File: src/rtl/gpr_wb_ctrl.sv
// GPR writeback controller: the ALU owns write port 0, and MUL/LSU share port 1
// through a small FIFO. It also keeps a per-register busy scoreboard for issue interlock.
// Optional macro GPR_WB_RR_EN selects round-robin MUL/LSU arbitration; without it, LSU has fixed priority.
module gpr_wb_ctrl #(
    parameter int AW     = 5,
    parameter int DW     = 32,
    parameter int NREG   = 32,
    parameter int FDEPTH = 4
) (
    input  logic                     clk,
    input  logic                     rst,
    input  logic                     alu_valid,
    input  logic [AW-1:0]            alu_addr,
    input  logic [DW-1:0]            alu_data,
    input  logic                     mul_valid,
    input  logic [AW-1:0]            mul_addr,
    input  logic [DW-1:0]            mul_data,
    output logic                     mul_ready,
    input  logic                     lsu_valid,
    input  logic [AW-1:0]            lsu_addr,
    input  logic [DW-1:0]            lsu_data,
    output logic                     lsu_ready,
    input  logic                     wb_hold,
    input  logic                     iss_valid,
    input  logic [AW-1:0]            iss_addr,
    output logic                     wr0,
    output logic [AW-1:0]            waddr0,
    output logic [DW-1:0]            wd0,
    output logic                     wr1,
    output logic [AW-1:0]            waddr1,
    output logic [DW-1:0]            wd1,
    output logic [NREG-1:0]          busy,
    output logic [$clog2(FDEPTH):0]  fifo_cnt
);
    localparam int PW = $clog2(FDEPTH);

    logic            wr0_q;
    logic [AW-1:0]   waddr0_q;
    logic [DW-1:0]   wd0_q;

    logic [AW-1:0]   fifo_addr_q [FDEPTH];
    logic [DW-1:0]   fifo_data_q [FDEPTH];
    logic [PW-1:0]   rd_ptr_q, wr_ptr_q;
    logic [PW:0]     cnt_q, cnt_d;
    logic [NREG-1:0] busy_q, busy_d;

    logic            empty, full, collide, pop, push, can_push;
    logic            gnt_lsu, gnt_mul;
    logic [AW-1:0]   head_addr, push_addr;
    logic [DW-1:0]   push_data;

    always_ff @(posedge clk) begin
        if (rst) begin
            wr0_q    <= 1'b0;
            waddr0_q <= '0;
            wd0_q    <= '0;
        end else begin
            wr0_q    <= alu_valid;
            waddr0_q <= alu_addr;
            wd0_q    <= alu_data;
        end
    end

    assign wr0    = wr0_q;
    assign waddr0 = waddr0_q;
    assign wd0    = wd0_q;

    // The head yields to a same-register ALU write, so the FIFO result lands last.
    assign empty     = (cnt_q == '0);
    assign full      = (cnt_q == (PW+1)'(FDEPTH));
    assign head_addr = fifo_addr_q[rd_ptr_q];
    assign collide   = wr0_q && (waddr0_q == head_addr);
    assign pop       = !empty && !wb_hold && !collide;

    assign wr1    = pop;
    assign waddr1 = head_addr;
    assign wd1    = fifo_data_q[rd_ptr_q];

`ifdef GPR_WB_RR_EN
    logic prio_lsu_q;

    assign gnt_lsu = lsu_valid && (prio_lsu_q || !mul_valid);
    assign gnt_mul = mul_valid && (!prio_lsu_q || !lsu_valid);

    always_ff @(posedge clk) begin
        if (rst) begin
            prio_lsu_q <= 1'b1;
        end else if (lsu_ready) begin
            prio_lsu_q <= 1'b0;
        end else if (mul_ready) begin
            prio_lsu_q <= 1'b1;
        end
    end
`else
    assign gnt_lsu = lsu_valid;
    assign gnt_mul = mul_valid && !lsu_valid;
`endif

    assign can_push  = !full || pop;
    assign lsu_ready = can_push && gnt_lsu;
    assign mul_ready = can_push && gnt_mul;
    assign push      = lsu_ready || mul_ready;
    assign push_addr = lsu_ready ? lsu_addr : mul_addr;
    assign push_data = lsu_ready ? lsu_data : mul_data;

    always_comb begin
        cnt_d = cnt_q;
        case ({push, pop})
            2'b10:   cnt_d = cnt_q + (PW+1)'(1);
            2'b01:   cnt_d = cnt_q - (PW+1)'(1);
            default: cnt_d = cnt_q;
        endcase
    end

    always_ff @(posedge clk) begin
        if (rst) begin
            rd_ptr_q <= '0;
            wr_ptr_q <= '0;
            cnt_q    <= '0;
            for (int i = 0; i < FDEPTH; i++) begin
                fifo_addr_q[i] <= '0;
                fifo_data_q[i] <= '0;
            end
        end else begin
            cnt_q <= cnt_d;
            if (pop) begin
                rd_ptr_q <= rd_ptr_q + PW'(1);
            end
            if (push) begin
                fifo_addr_q[wr_ptr_q] <= push_addr;
                fifo_data_q[wr_ptr_q] <= push_data;
                wr_ptr_q              <= wr_ptr_q + PW'(1);
            end
        end
    end

    assign fifo_cnt = cnt_q;

    // A new issue to a register outranks a writeback retiring the previous writer.
    for (genvar gi = 0; gi < NREG; gi++) begin : g_busy
        assign busy_d[gi] = (iss_valid && (iss_addr == AW'(gi))) ||
                            (busy_q[gi] && !(wr0_q && (waddr0_q == AW'(gi)))
                                        && !(pop && (head_addr == AW'(gi))));
    end

    always_ff @(posedge clk) begin
        if (rst) begin
            busy_q <= '0;
        end else begin
            busy_q <= busy_d;
        end
    end

    assign busy = busy_q;

endmodule

File: config.mk
export PLATFORM = sky130hd
export DESIGN_NAME = gpr_wb_ctrl
export DESIGN_NICKNAME = d
export VERILOG_FILES = /design/src/rtl/gpr_wb_ctrl.sv
export SDC_FILE = /design/constraint.sdc
export NUM_CORES = 1
export LEC_CHECK = 0
export CORE_ASPECT_RATIO = 1.25
export CORE_MARGIN = 5
export CORE_UTILIZATION = 55
export CTS_CLUSTER_SIZE = 24
export DETAILED_ROUTE_END_ITERATION = 10
export PLACE_DENSITY = 0.92
export SYNTH_ARGS = -nofsm -noshare
export SYNTH_HDL_FRONTEND = slang
export SYNTH_SLANG_ARGS = --single-unit
File: constraint.sdc
create_clock -name clk -period 7.6 [get_ports clk]
set_input_delay 1.52 -clock clk [delete_from_list [all_inputs] [get_ports clk]]
set_output_delay 1.52 -clock clk [all_outputs]
set_load 0.005 [all_outputs]
==> metrics.cfg <==
[worst_hold_path]
hold_class = reg2reg
whs_path_depth = 2

[clocking]
clk_latency_ps = 520
cts_tree = done
cts_setup_buffers = 0
htree_levels = 1
clk_pin_slew_ps = 70
cts_buffer_depth = 3
numCtsBuffers = 22
root_buffer = clkbuf_16
cts_hold_buf = 0
cts_sinks = 227
cts-resized-gates = 0

[power]
pwr_density_cell_nw_per_um2 = 291.8
ir_worst_vdd_uv = 203.2
leakagePower_nw = 4.802
finalPower_mw = 4.156

[global_routing]
antenna_found_initial = 0
grt_overflow_total = 0
grt_pass1_wl_mm = 50.54
first_global_vias = 9008
grt_use_total = 0.2774
grt_max_degree = 63

[placed_design]
hpwlAfterDp_mm = 20.65
placed_cells = 1354
pre_cts_slack_ps = 2225
port_buffers = 235
gp_congestion = 0.9311

[synthesis]
synth.top_cell.area_share = 0.3993
syn_nets = 1049
syn_inst = 924
synth_edf_count = 148
synth_area_leaders = edfxtp_1 (40%), dfxtp_1 (14%), a21oi_1 (7.2%)
async_flop_share = 0
synth_ff_type = edfxtp_1
yosysSeqAreaShare = 0.5414
syn_avg_cell_area_um2 = 12.04
synth.most_common_cell = a21oi_1
yosys_warnings = 0
synth_area_um2 = 11130
synth_cell_types = 65
ys_ff_latch = 227
yosys.area.top_type = edfxtp_1
synth_common_cells = a21oi_1 (159), edfxtp_1 (148), dfxtp_1 (79), a22o_1 (49), nand2_1 (49)

[route]
wl_per_cell_um = 23.66
drt_wl_total_mm = 32.95
drt_iter0_drc = 1129
avgViaCountPerCell = 6.668
dr.pass1.iters = 5
ant_nets = 0
via_count = 9288
drc = 0

[die]
num_rows = 58
die-area_um2 = 23200
die_w_um = 137.2
core-area_um2 = 20030
die_h_um = 169.0
ios = 236
start_util = 0.5557

[timing]
rsz0062_at_grt = no
fmax_mhz = 178.6
finalSetupViolations = 0
fin_skew_ps = 13.83
period_share = 0.7366
period_needed_ps = 5598
relSlewSlack = 0.1455
fin_setup_tns_ps = 0
max_slew.worst_pin.slew_ps = 1270
layout_setup_ws_ps = 2002
hold_viol = 0
slew_violations = 0

[cells_and_area]
antenna_cells = 0
synthToLayoutAreaGrowth_pct = 27.96
final_nets = 1233
fin_util = 0.7110
seqCellArea_um2 = 6028
multiInputGateArea_um2 = 4657
stdcell_count = 1393
nFillCells = 1321
drive_gt1_frac = 0.1327

[setup_path]
cp.required_ps = 6080
crit_path_max_fanout = 20
crit_type = reg2out
critPathArrivalTime_ps = 4080
crit_path_end_kind = output pin
reg2reg_depth = 14
crit_path_start_kind = flip-flop

[flow_run]
cap_viol_max_count = 0

[outcome]
status = finished, final reports clean

[cell usage in the layout (no fill, tap or decap), drive strengths merged, types with 3 or more instances in the layout]
cell type	instances
nor3	7
o211ai	18
o311ai	5
mux4	35
o21ai	22
a41oi	37
a21oi	178
a22o	49
nand4b	3
o211a	6
clkbuf	25
buf	14
nand4	12
nand2b	7
xor2	4
and3	3
inv	12
a21o	3
nor2	17
clkdlybuf4s50	233
clkinv	7
o2111ai	39
edfxtp	148
bufinv	3
nor3b	6
dfxtp	79
xnor2	3
mux2i	4
mux2	4
nand3	18
nand2	49
clkinvlp	4
o22ai	4
nor2b	42
[flip-flops by register name (all words and copies together) (netlist names), named ones only]
name	cells
wr0	1
fifo_addr_q	20
waddr0	5
rd_ptr_q	2
fifo_cnt	3
fifo_data_q	128
busy	32
wd0	32
wr_ptr_q	2
[path summary, 6_finish.rpt]
check | startpoint | end | slack (ps)
max | flip-flop | lsu_ready | 2000
min | busy[3] | busy[3] | 510
max reg2reg | flip-flop | fifo_cnt[2] | 3000
min reg2reg | busy[3] | busy[3] | 510
[cell families after synthesis]
kind of cell             after synthesis  share of synthesized area
adder cells (fa/ha/maj)                2                   0.002923
AO/OA/AOI/OAI                        368                     0.2409
multiplexers                          43                    0.07881
AND/OR/NAND/NOR                      178                    0.08623
buffers and inverters                 99                    0.04351
XOR/XNOR                               7                   0.006185
flip-flops                           227                     0.5414
[routing by layer]
metal  part of all wire  vias up  global-route usage
met1               0.35     4398              0.3617
met4              0.043        0              0.1133
li1                   -     4053                   -
met2               0.50      722              0.4647
met3               0.11      115             0.04043
met5                  0        -                   0
[where the power goes]
part / total [mW] / internal (mW) / switching (mW)
combinational: 1.37 / 0.573 / 0.799
clock: 1.13 / 0.656 / 0.473
sequential: 1.66 / 1.55 / 0.108
total: 4.16 / 2.78 / 1.38
[through the flow]
step                hold WS (ps)  cell area (um^2)
finish                     510.3             14240
global route               530.5             14240
CTS                        511.0             14230
detailed placement         500.8             13490
global placement           485.7             13490
floorplan                  463.0             11130
[critical path, stage by stage (launching register included)]
cell,delay (ps)
dfxtp_2,810
buf_4,500
mux2i_1,160
mux2_2,370
inv_2,170
xor2_2,250
or2_2,180
o21ai_2,100
a21boi_0,410
clkdlybuf4s50_1,600
[area by class of cell]
cell class	instances	share of cell area
clock inverters	14	0.01107
inverters	12	0.003163
multi-input cells	598	0.3270
clock buffers	25	0.04094
flip-flops and latches	227	0.4233
well taps	270	0.02372
repair buffers	247	0.1708
(Power assumes the default switching activity.)
